--- src/rtl/ps2_pkg.sv ---
// rtl/ps2_pkg.sv - shared types and constants for the PS/2 host transmitter
package ps2_pkg;

  typedef enum logic [2:0] {
    ST_IDLE,
    ST_INHIBIT,
    ST_RTS,
    ST_SHIFT,
    ST_WAIT_IDLE,
    ST_ERR
  } ps2_tx_state_e;

  localparam logic [7:0] PS2_CMD_SET_LED = 8'hED;
  localparam logic [7:0] PS2_CMD_RESET   = 8'hFF;
  localparam logic [7:0] PS2_CMD_ENABLE  = 8'hF4;
  localparam logic [7:0] PS2_CMD_RESEND  = 8'hFE;

  localparam logic [7:0] PS2_ACK    = 8'hFA;
  localparam logic [7:0] PS2_BAT_OK = 8'hAA;

  localparam int PS2_FRAME_LEN = 11;

  function automatic logic odd_parity(input logic [7:0] d);
    return ~^d;
  endfunction

endpackage

--- src/rtl/ps2_line_filter.sv ---
// rtl/ps2_line_filter.sv - PS/2 pin synchroniser, agreement filter and falling-edge pulse
module ps2_line_filter #(
  parameter int FILTER_LEN = 4
) (
  input  logic clk,
  input  logic rst,
  input  logic raw_i,
  output logic filt_o,
  output logic fall_o
);

  localparam int FCW = $clog2(FILTER_LEN + 1);

  logic [1:0]     sync_q;
  logic [FCW-1:0] agree_q;
  logic           filt_q;
  logic           filt_prev_q;

  // Filtered value only flips after FILTER_LEN consecutive samples disagree with it.
  always_ff @(posedge clk) begin
    if (rst) begin
      sync_q      <= 2'b11;
      agree_q     <= '0;
      filt_q      <= 1'b1;
      filt_prev_q <= 1'b1;
    end else begin
      sync_q      <= {sync_q[0], raw_i};
      filt_prev_q <= filt_q;
      if (sync_q[1] == filt_q) begin
        agree_q <= '0;
      end else if (agree_q == FCW'(FILTER_LEN - 1)) begin
        filt_q  <= sync_q[1];
        agree_q <= '0;
      end else begin
        agree_q <= agree_q + 1'b1;
      end
    end
  end

  assign filt_o = filt_q;
  assign fall_o = filt_prev_q & ~filt_q;

endmodule

--- src/rtl/ps2_host_tx.sv ---
// rtl/ps2_host_tx.sv - host-to-device PS/2 command byte transmitter
module ps2_host_tx
  import ps2_pkg::*;
#(
  parameter int unsigned INHIBIT_CYCLES = 10000,
  parameter int unsigned TIMEOUT_CYCLES = 2000000,
  parameter int          FILTER_LEN     = 4
) (
  input  logic       clk,
  input  logic       rst,
  input  logic [7:0] tx_data,
  input  logic       tx_valid,
  output logic       tx_ready,
  output logic       tx_busy,
  output logic       tx_done,
  output logic       tx_err,
  input  logic       ps2_clk_in,
  input  logic       ps2_data_in,
  output logic       ps2_clk_oe,
  output logic       ps2_data_oe
);

  localparam int unsigned CNT_MAX = (INHIBIT_CYCLES > TIMEOUT_CYCLES) ? INHIBIT_CYCLES : TIMEOUT_CYCLES;
  localparam int          CW      = $clog2(CNT_MAX + 1);
  localparam logic [CW-1:0] INH_LAST = CW'(INHIBIT_CYCLES - 1);
  localparam logic [CW-1:0] TO_LAST  = CW'(TIMEOUT_CYCLES - 1);
  localparam logic [CW-1:0] CNT_SAT  = CW'(CNT_MAX);

  ps2_tx_state_e state_q, state_d;
  logic [CW-1:0] cnt_q, cnt_d, cnt_inc;
  logic [3:0]    bit_cnt_q, bit_cnt_d;
  logic [7:0]    data_q, data_d;
  logic          parity_q, parity_d;
  logic          drive_q, drive_d;
  logic          clk_filt, clk_fall, data_filt, data_fall_unused;
  logic          timeout;

  ps2_line_filter #(.FILTER_LEN(FILTER_LEN)) u_clk_filter (
    .clk(clk), .rst(rst), .raw_i(ps2_clk_in), .filt_o(clk_filt), .fall_o(clk_fall)
  );

  ps2_line_filter #(.FILTER_LEN(FILTER_LEN)) u_data_filter (
    .clk(clk), .rst(rst), .raw_i(ps2_data_in), .filt_o(data_filt), .fall_o(data_fall_unused)
  );

  always_ff @(posedge clk) begin
    if (rst) begin
      state_q   <= ST_IDLE;
      cnt_q     <= '0;
      bit_cnt_q <= '0;
      data_q    <= '0;
      parity_q  <= 1'b0;
      drive_q   <= 1'b0;
    end else begin
      state_q   <= state_d;
      cnt_q     <= cnt_d;
      bit_cnt_q <= bit_cnt_d;
      data_q    <= data_d;
      parity_q  <= parity_d;
      drive_q   <= drive_d;
    end
  end

  // One counter serves the inhibit hold and, from RTS on, the ACK timeout.
  assign cnt_inc = (cnt_q == CNT_SAT) ? cnt_q : cnt_q + 1'b1;
  assign timeout = (cnt_q >= TO_LAST);

  always_comb begin
    state_d     = state_q;
    cnt_d       = cnt_q;
    bit_cnt_d   = bit_cnt_q;
    data_d      = data_q;
    parity_d    = parity_q;
    drive_d     = drive_q;
    tx_ready    = 1'b0;
    tx_busy     = 1'b1;
    tx_done     = 1'b0;
    tx_err      = 1'b0;
    ps2_clk_oe  = 1'b0;
    ps2_data_oe = 1'b0;

    case (state_q)
      ST_IDLE: begin
        tx_ready = 1'b1;
        tx_busy  = 1'b0;
        if (tx_valid) begin
          data_d   = tx_data;
          parity_d = odd_parity(tx_data);
          cnt_d    = '0;
          state_d  = ST_INHIBIT;
        end
      end
      ST_INHIBIT: begin
        ps2_clk_oe = 1'b1;
        cnt_d      = cnt_inc;
        if (cnt_q == INH_LAST) begin
          ps2_data_oe = 1'b1;
          cnt_d       = '0;
          state_d     = ST_RTS;
        end
      end
      ST_RTS: begin
        ps2_data_oe = 1'b1;
        bit_cnt_d   = '0;
        drive_d     = 1'b1;
        cnt_d       = cnt_inc;
        state_d     = timeout ? ST_ERR : ST_SHIFT;
      end
      ST_SHIFT: begin
        ps2_data_oe = drive_q;
        cnt_d       = cnt_inc;
        if (timeout) begin
          state_d = ST_ERR;
        end else if (clk_fall) begin
          // bit_cnt_q holds the number of falls seen before this one.
          bit_cnt_d = bit_cnt_q + 4'd1;
          if (bit_cnt_q < 4'd8) begin
            drive_d = ~data_q[bit_cnt_q[2:0]];
          end else if (bit_cnt_q == 4'd8) begin
            drive_d = ~parity_q;
          end else if (bit_cnt_q == 4'd9) begin
            drive_d = 1'b0;
          end else begin
            state_d = data_filt ? ST_ERR : ST_WAIT_IDLE;
          end
        end
      end
      ST_WAIT_IDLE: begin
        cnt_d = cnt_inc;
        if (timeout) begin
          state_d = ST_ERR;
        end else if (clk_filt && data_filt) begin
          tx_done = 1'b1;
          state_d = ST_IDLE;
        end
      end
      ST_ERR: begin
        tx_err  = 1'b1;
        state_d = ST_IDLE;
      end
      default: state_d = ST_IDLE;
    endcase

    if (rst) begin
      tx_done = 1'b0;
      tx_err  = 1'b0;
    end
  end

endmodule

--- config.mk ---
export PLATFORM = sky130hd
export DESIGN_NAME = ps2_host_tx
export DESIGN_NICKNAME = d
export VERILOG_FILES = /design/src/rtl/ps2_pkg.sv /design/src/rtl/ps2_line_filter.sv /design/src/rtl/ps2_host_tx.sv
export SDC_FILE = /design/constraint.sdc
export NUM_CORES = 1
export LEC_CHECK = 0
export ABC_CLOCK_PERIOD_IN_PS = 3600
export BUFFER_PORTS_ARGS = -buffer_cell sky130_fd_sc_hd__buf_4
export CAP_MARGIN = 15
export CORE_ASPECT_RATIO = 1.2
export CORE_MARGIN = 4
export CORE_UTILIZATION = 45
export DETAILED_ROUTE_END_ITERATION = 10
export GPL_TIMING_DRIVEN = 0
export PLACE_DENSITY = 0.59
export REMOVE_ABC_BUFFERS = 1
export SLEW_MARGIN = 25
export SYNTH_ARGS = -nofsm -noshare
export SYNTH_HDL_FRONTEND = slang
export SYNTH_SLANG_ARGS = --single-unit
--- constraint.sdc ---
create_clock -name clk -period 3.6 [get_ports clk]
set_clock_uncertainty 0.1 [all_clocks]
set_input_delay 0.36 -clock clk [delete_from_list [all_inputs] [get_ports clk]]
set_output_delay 0.36 -clock clk [all_outputs]
set_load 0.05 [all_outputs]
### Word level (Yosys, flattened, before mapping)

Index checks and enable logic that the tools add are counted.

* equal/unequal tests: 23
* magnitude comparators: 3
* add/subtract/negate cells: 4
* reductions and logical operators: 15
* mux-type cells: 38
* bitwise logic cells: 6

Operator list (count)
* $mux 21: 3
* $pmux 21 s3: 1
* $mux 3: 10
* $add 21x1->21 const B: 1
* $eq 21x14->1 const B: 1
* $eq 21x21->1 const B: 1
* $ge 21x21->1 const B: 1
* $mux 1: 17
* $ne 3x3->1 const B: 5
* $pmux 3 s5: 1
* $eq 3x2->1 const B: 4
* $reduce_or 3->1: 3
* $eq 4x4->1 const B: 2
* $mux 4: 2
* $ne 2x2->1 const B: 4
* $pmux 4 s2: 1
* $reduce_and 2->1: 4
* $reduce_xnor 8->1: 1
* $reduce_and 7->1: 1
* $add 3x1->3 const B: 2
* $eq 3x3->1 const B: 2
* $not 1->1: 5
* $add 4x1->4 const B: 1
* $lt 3x4->1 const B: 1
* other kinds (14): 15

* output and inout bits: 6
* input bits: 13
* register bits after elaboration: 51

### Longest topological paths before layout

* word-level depth: 7
* gate-level depth with buffers: 8

### Cells and area by module

Synthesis repeated with hierarchy kept, for this count alone.

* cells, all modules: 339
* area total of the unflattened synthesis: 2907.8 µm²

Modules (own cells, without submodules)
* ps2_host_tx: seq. area each 760.7 µm², area each 2412.3 µm², instances 1, cells each 299
* ps2_line_filter: seq. area each 140.1 µm², area each 247.7 µm², instances 2, cells each 20

### Worst setup path before layout

OpenSTA, ideal clock, no wires.

* path kind: register -> output
* start: register cnt_q[12]
* end: output tx_done
* stages on the path, launching flop included: 7
* arrival time: 2920 ps
* slack: 220 ps
* buffers on the path: 1
* data required time: 3140 ps
* path through: dfxtp_1 -> clkbuf_1 -> or3_1 -> a2111oi_4 -> or3_1 -> nand2_1 -> nor4b_1

* longest elaborated chain between the ends: 4

RTL lines
* start: declaration: RTL line ps2_host_tx.sv:30 `logic [CW-1:0] cnt_q, cnt_d, cnt_inc;`
* start signal: assignment: RTL line ps2_host_tx.sv:56 `cnt_q <= cnt_d;`
* $ge 21x21->1: RTL line ps2_host_tx.sv:66 `assign timeout = (cnt_q >= TO_LAST);`
* $mux 1: RTL line ps2_host_tx.sv:130 `if (timeout) begin`
* $mux 1: RTL line ps2_host_tx.sv:82 `case (state_q)`
* $mux 1: RTL line ps2_host_tx.sv:144 `if (rst) begin`
* end: declaration: RTL line ps2_host_tx.sv:15 `output logic tx_done,`

No other way between the ends.

### Worst setup path after layout

* start: register cnt_q[11]
* end: output tx_done

The elaborated chain is that of the path after synthesis.

==> summary by stage <==
Synthesis
Yosys mapped a number of flops with a built-in enable equal to 0. The simple-gate area share of the yosys netlist is 29.98%. Among all flip-flop cells after synthesis, the most frequent one is sky130_fd_sc_hd__dfxtp_1. The share of flip-flops with an asynchronous set or reset is 0%. The multiplexer area fraction after synthesis is 4.225%. The largest total area in the synthesized netlist belongs to sky130_fd_sc_hd__dfxtp_1.

After technology mapping, the gate count stands at 327. In this run the mean area of a mapped cell was 8.514 µm². The leading cell type by number of instances after synthesis is sky130_fd_sc_hd__dfxtp_1. The area fraction in compound gates after synthesis is 15.78%. After synthesis, the largest family of logic cells by area is simple AND/OR/NAND/NOR gates.

The xor-xnor portion of the synthesized cell area is 5.663%. Ranked by total cell area, the synthesized netlist is headed by sky130_fd_sc_hd__dfxtp_1 37%, sky130_fd_sc_hd__nand2_1 5.5%, sky130_fd_sc_hd__a21oi_1 4.3%, sky130_fd_sc_hd__ha_1 4.0%, sky130_fd_sc_hd__xnor2_1 3.5%. The adder-cell share of the synthesized area is 4.045%. The number of distinct standard cells referenced by the synthesized netlist is 56.

For this run, the number of Yosys warnings is 0. The flip-flop and latch count after synthesis is 51. The sequential-to-total area share from yosys stat is 36.67%. The total standard cell area after synthesis is 2784 µm². The commonest cells after synthesis are 51 x sky130_fd_sc_hd__dfxtp_1, 41 x sky130_fd_sc_hd__nand2_1, 25 x sky130_fd_sc_hd__nor2_1. The area share of the largest cell type after synthesis is 36.67%.

Timing
The total negative setup slack is 0 ns. Setup repair after global routing left no endpoint under its margin. The slew of the pin with the lowest slew margin is 0.4276 ns. Timing would allow up to 0.3562 GHz.

The worst pin sits at a relative slew slack of 70.88%. The worst path uses 77.99% of the clock period. The max-slew violation total from the final report is 0.

The number of endpoints failing setup at the final stage is 0. The number of hold-slack violations in the final timing report is 0. The post-route minimum period is 2.808 ns.

Placement
The half-perimeter wire length after detailed placement is 4329 µm. The number of buffers added on ports is 18. The final weighted congestion in routability-driven placement is 0.9170. The number of placed instances, taps included, is 417.

GRT
Entering global routing, the biggest net connects 33 pins. The first global-routing pass estimated 10160 µm of wire. Global routing finished with a remaining overflow of 0. The number of global-route vias before repair is 2237. The initial antenna violation count is 0.

The overall fraction of global-route tracks in use is 16.79%.

Clock network
The H-tree generated during clock tree synthesis spans 2 levels. Clock-pin slew was measured on the worst setup and hold paths at 0.11 ns. The number of buffers between clock root and the deepest sink is 2. TritonCTS created 5 clock buffers. The number of sinks handled by clock tree synthesis is 51. The TritonCTS clock tree is done. The cell chosen for the clock root is sky130_fd_sc_hd__clkbuf_8.

In this run the post-CTS setup repair buffer count came out at 0. The total of cells resized after clock tree synthesis is 0. The clock latency on the worst-skew pair is 0.31 ns.

The number of hold buffers added after cts is 0.

Die
The die covers 7514 µm². From bottom edge to top edge, the die measures 94.16 µm. The area of the core is 6012 µm².

The floorplan has 31 rows. The die is 79.80 µm wide. Once the floorplan was initialized, standard cells occupied 46.31% of the core. The number of top-level design ports is 19.

Power and ir drop
The clock network is responsible for 34.4% of the overall power. The switching power summed over all nets is 0.0002829 W. Of the total power, combinational logic draws 9.7%. Cell internal power was estimated by the tool at 0.0007632 W. The highest ir drop seen on vdd is 177.4 µV. The switching power share of the total is 27.04%. Power spread over the standard cell area amounts to 341.8 nW/µm². The share of total power in sequential cells is 56.0%.

The total leakage power is 1.140 nW.

Job
The number of max-cap violations is 0.

Detailed routing
Dividing the detail-routed wire length by the instance count gives 13.70 µm. The first detailed-routing pass ran for 4 iterations. In the routed design, unresolved DRC markers number 0. Once detail routing completed, the nets flagged for antenna violations numbered 0. Dividing the detail-routed via count by the number of cells gives 5.471. The DRC marker count from the first detailed-route iteration is 116.

The final layout contains routed wiring with a total length of 5824 µm. Detailed routing inserted a total of 2325 vias.

Critical path
The startpoint type of the worst setup path is a flop. The data required time of the worst path is 3.14 ns. The endpoint arrival time on the critical path is 2.35 ns.

The setup path with the least slack is of type reg -> out. STA classifies the critical path endpoint as an output pin. The worst-path maximum fanout is 7.

Worst hold path
In this run the worst hold path is classified as in -> reg.

Finish
At the end of the flow the core is filled with cells to 50.91%. Of the cells placed in the final design, the portion with a size suffix greater than 1 is 13.41%. The repair_antennas step left the layout with diodes totalling 0. Compared with the post-synthesis result, the final layout area differs by 9.933%. After the last flow step, the layout net total stands at 364. The finished layout holds 425 standard cells, fillers aside.

Status
The flow ran to the end, and the final reports show no timing, DRC or antenna violations.
state kept, by name (all words and copies together) (netlist names):
| signal | cells |
|---|---|
| cnt_q | 21 |
| data_q | 8 |
| bit_cnt_q | 4 |
| state_q | 3 |
| u_clk_filter.agree_q | 3 |
| u_data_filter.agree_q | 3 |
| u_clk_filter.sync_q | 2 |
| u_data_filter.sync_q | 2 |
| drive_q | 1 |
| parity_q | 1 |
| u_clk_filter.filt_o | 1 |
| u_clk_filter.filt_prev_q | 1 |
| u_data_filter.filt_o | 1 |
power by group through the flow:
stage / Sequential (W) / Combinational, W / Clock [W]
4_1_cts: 0.000586 / 0.000103 / 0.000376
2_1_floorplan: 0.000596 / 0.0000692 / 0
3_3_place_gp: 0.000598 / 0.000102 / 0
3_5_place_dp: 0.000599 / 0.000103 / 0
5_1_grt: 0.000588 / 0.000113 / 0.000391
6_report: 0.000586 / 0.000101 / 0.000359
cell type report:
type / count / area, µm²
clock inverters: 3 / 26.28
well taps: 82 / 102.6
inverters: 12 / 45.04
clock buffers: 5 / 68.82
fillers: 600 / 2952
multi-input cells: 254 / 1662
repair buffers: 18 / 135.1
flip-flops and latches: 51 / 1021
critical path: stages (launching register included):
cell	delay [ns]
sky130_fd_sc_hd__dfxtp_1	0.39
sky130_fd_sc_hd__or3_1	0.40
sky130_fd_sc_hd__a2111oi_4	0.27
sky130_fd_sc_hd__or3_1	0.20
sky130_fd_sc_hd__nand2_1	0.10
sky130_fd_sc_hd__nor4b_1	0.39
sky130_fd_sc_hd__buf_4	0.27
cell families (layout without fill, tap and decap cells):
kind of cell	after synthesis	in the layout
AND/OR/NAND/NOR	156	156
AO/OA/AOI/OAI	63	63
flip-flops	51	51
buffers and inverters	22	38
XOR/XNOR	18	18
adder cells (fa/ha/maj)	9	9
multiplexers	8	8
per-layer routing:
layer / vias to the layer above / global-route usage, % / share of wire, %
met5: - / 0 / 0
met4: 0 / 5.493 / 1.7
met3: 9 / 3.071 / 3.4
met2: 38 / 29.39 / 50
met1: 1075 / 20.61 / 45
li1: 1203 / - / -
stage by stage:
stage	power [W]	hold WS (ns)	setup slack [ns]	instance area [µm²]
2_1_floorplan	0.0006654	0.2895	0.2689	2728
3_3_place_gp	0.0006997	0.2916	1.154	2965
3_5_place_dp	0.0007012	0.2979	1.146	2965
4_1_cts	0.001064	0.1095	0.7669	3060
5_1_grt	0.001092	0.1197	0.6075	3060
6_report	0.001046	0.1200	0.7923	3060
placed cells by master, fill, tap and decap left out, types with 3 or more instances in the layout:
master,synthesis,routed
sky130_fd_sc_hd__xor2_1,7,7
sky130_fd_sc_hd__and2_1,7,7
sky130_fd_sc_hd__mux2i_1,5,5
sky130_fd_sc_hd__dfxtp_1,51,51
sky130_fd_sc_hd__nand3_1,13,13
sky130_fd_sc_hd__buf_4,0,18
sky130_fd_sc_hd__o211ai_1,4,4
sky130_fd_sc_hd__nor3_1,11,11
sky130_fd_sc_hd__o2111ai_1,3,3
sky130_fd_sc_hd__ha_1,9,9
sky130_fd_sc_hd__nand2b_1,3,3
sky130_fd_sc_hd__o21ai_0,8,8
sky130_fd_sc_hd__nor2_1,25,25
sky130_fd_sc_hd__and3_1,10,10
sky130_fd_sc_hd__clkbuf_8,0,5
sky130_fd_sc_hd__inv_1,12,12
sky130_fd_sc_hd__nand2_1,41,41
sky130_fd_sc_hd__or2_2,5,5
sky130_fd_sc_hd__nor2b_1,5,5
sky130_fd_sc_hd__xnor2_1,11,11
sky130_fd_sc_hd__o31ai_1,5,5
sky130_fd_sc_hd__a21oi_1,24,24
sky130_fd_sc_hd__or3_1,13,13
worst paths after layout:
check	from	end	slack, ns	cells past startpoint
worst min-delay path	ps2_data_in	u_data_filter.sync_q[0]$_SDFF_PP1_	0.12	2
worst min register to register	u_clk_filter.sync_q[0]$_SDFF_PP1_	u_clk_filter.sync_q[1]$_SDFF_PP1_	0.32	1
worst max-delay path	cnt_q[11]$_SDFFE_PP0P_	tx_done	0.79	6
worst max register to register	state_q[1]$_SDFFE_PP0P_	cnt_q[19]$_SDFFE_PP0P_	1.37	5
No activity file was read; power rests on OpenSTA's default activity.
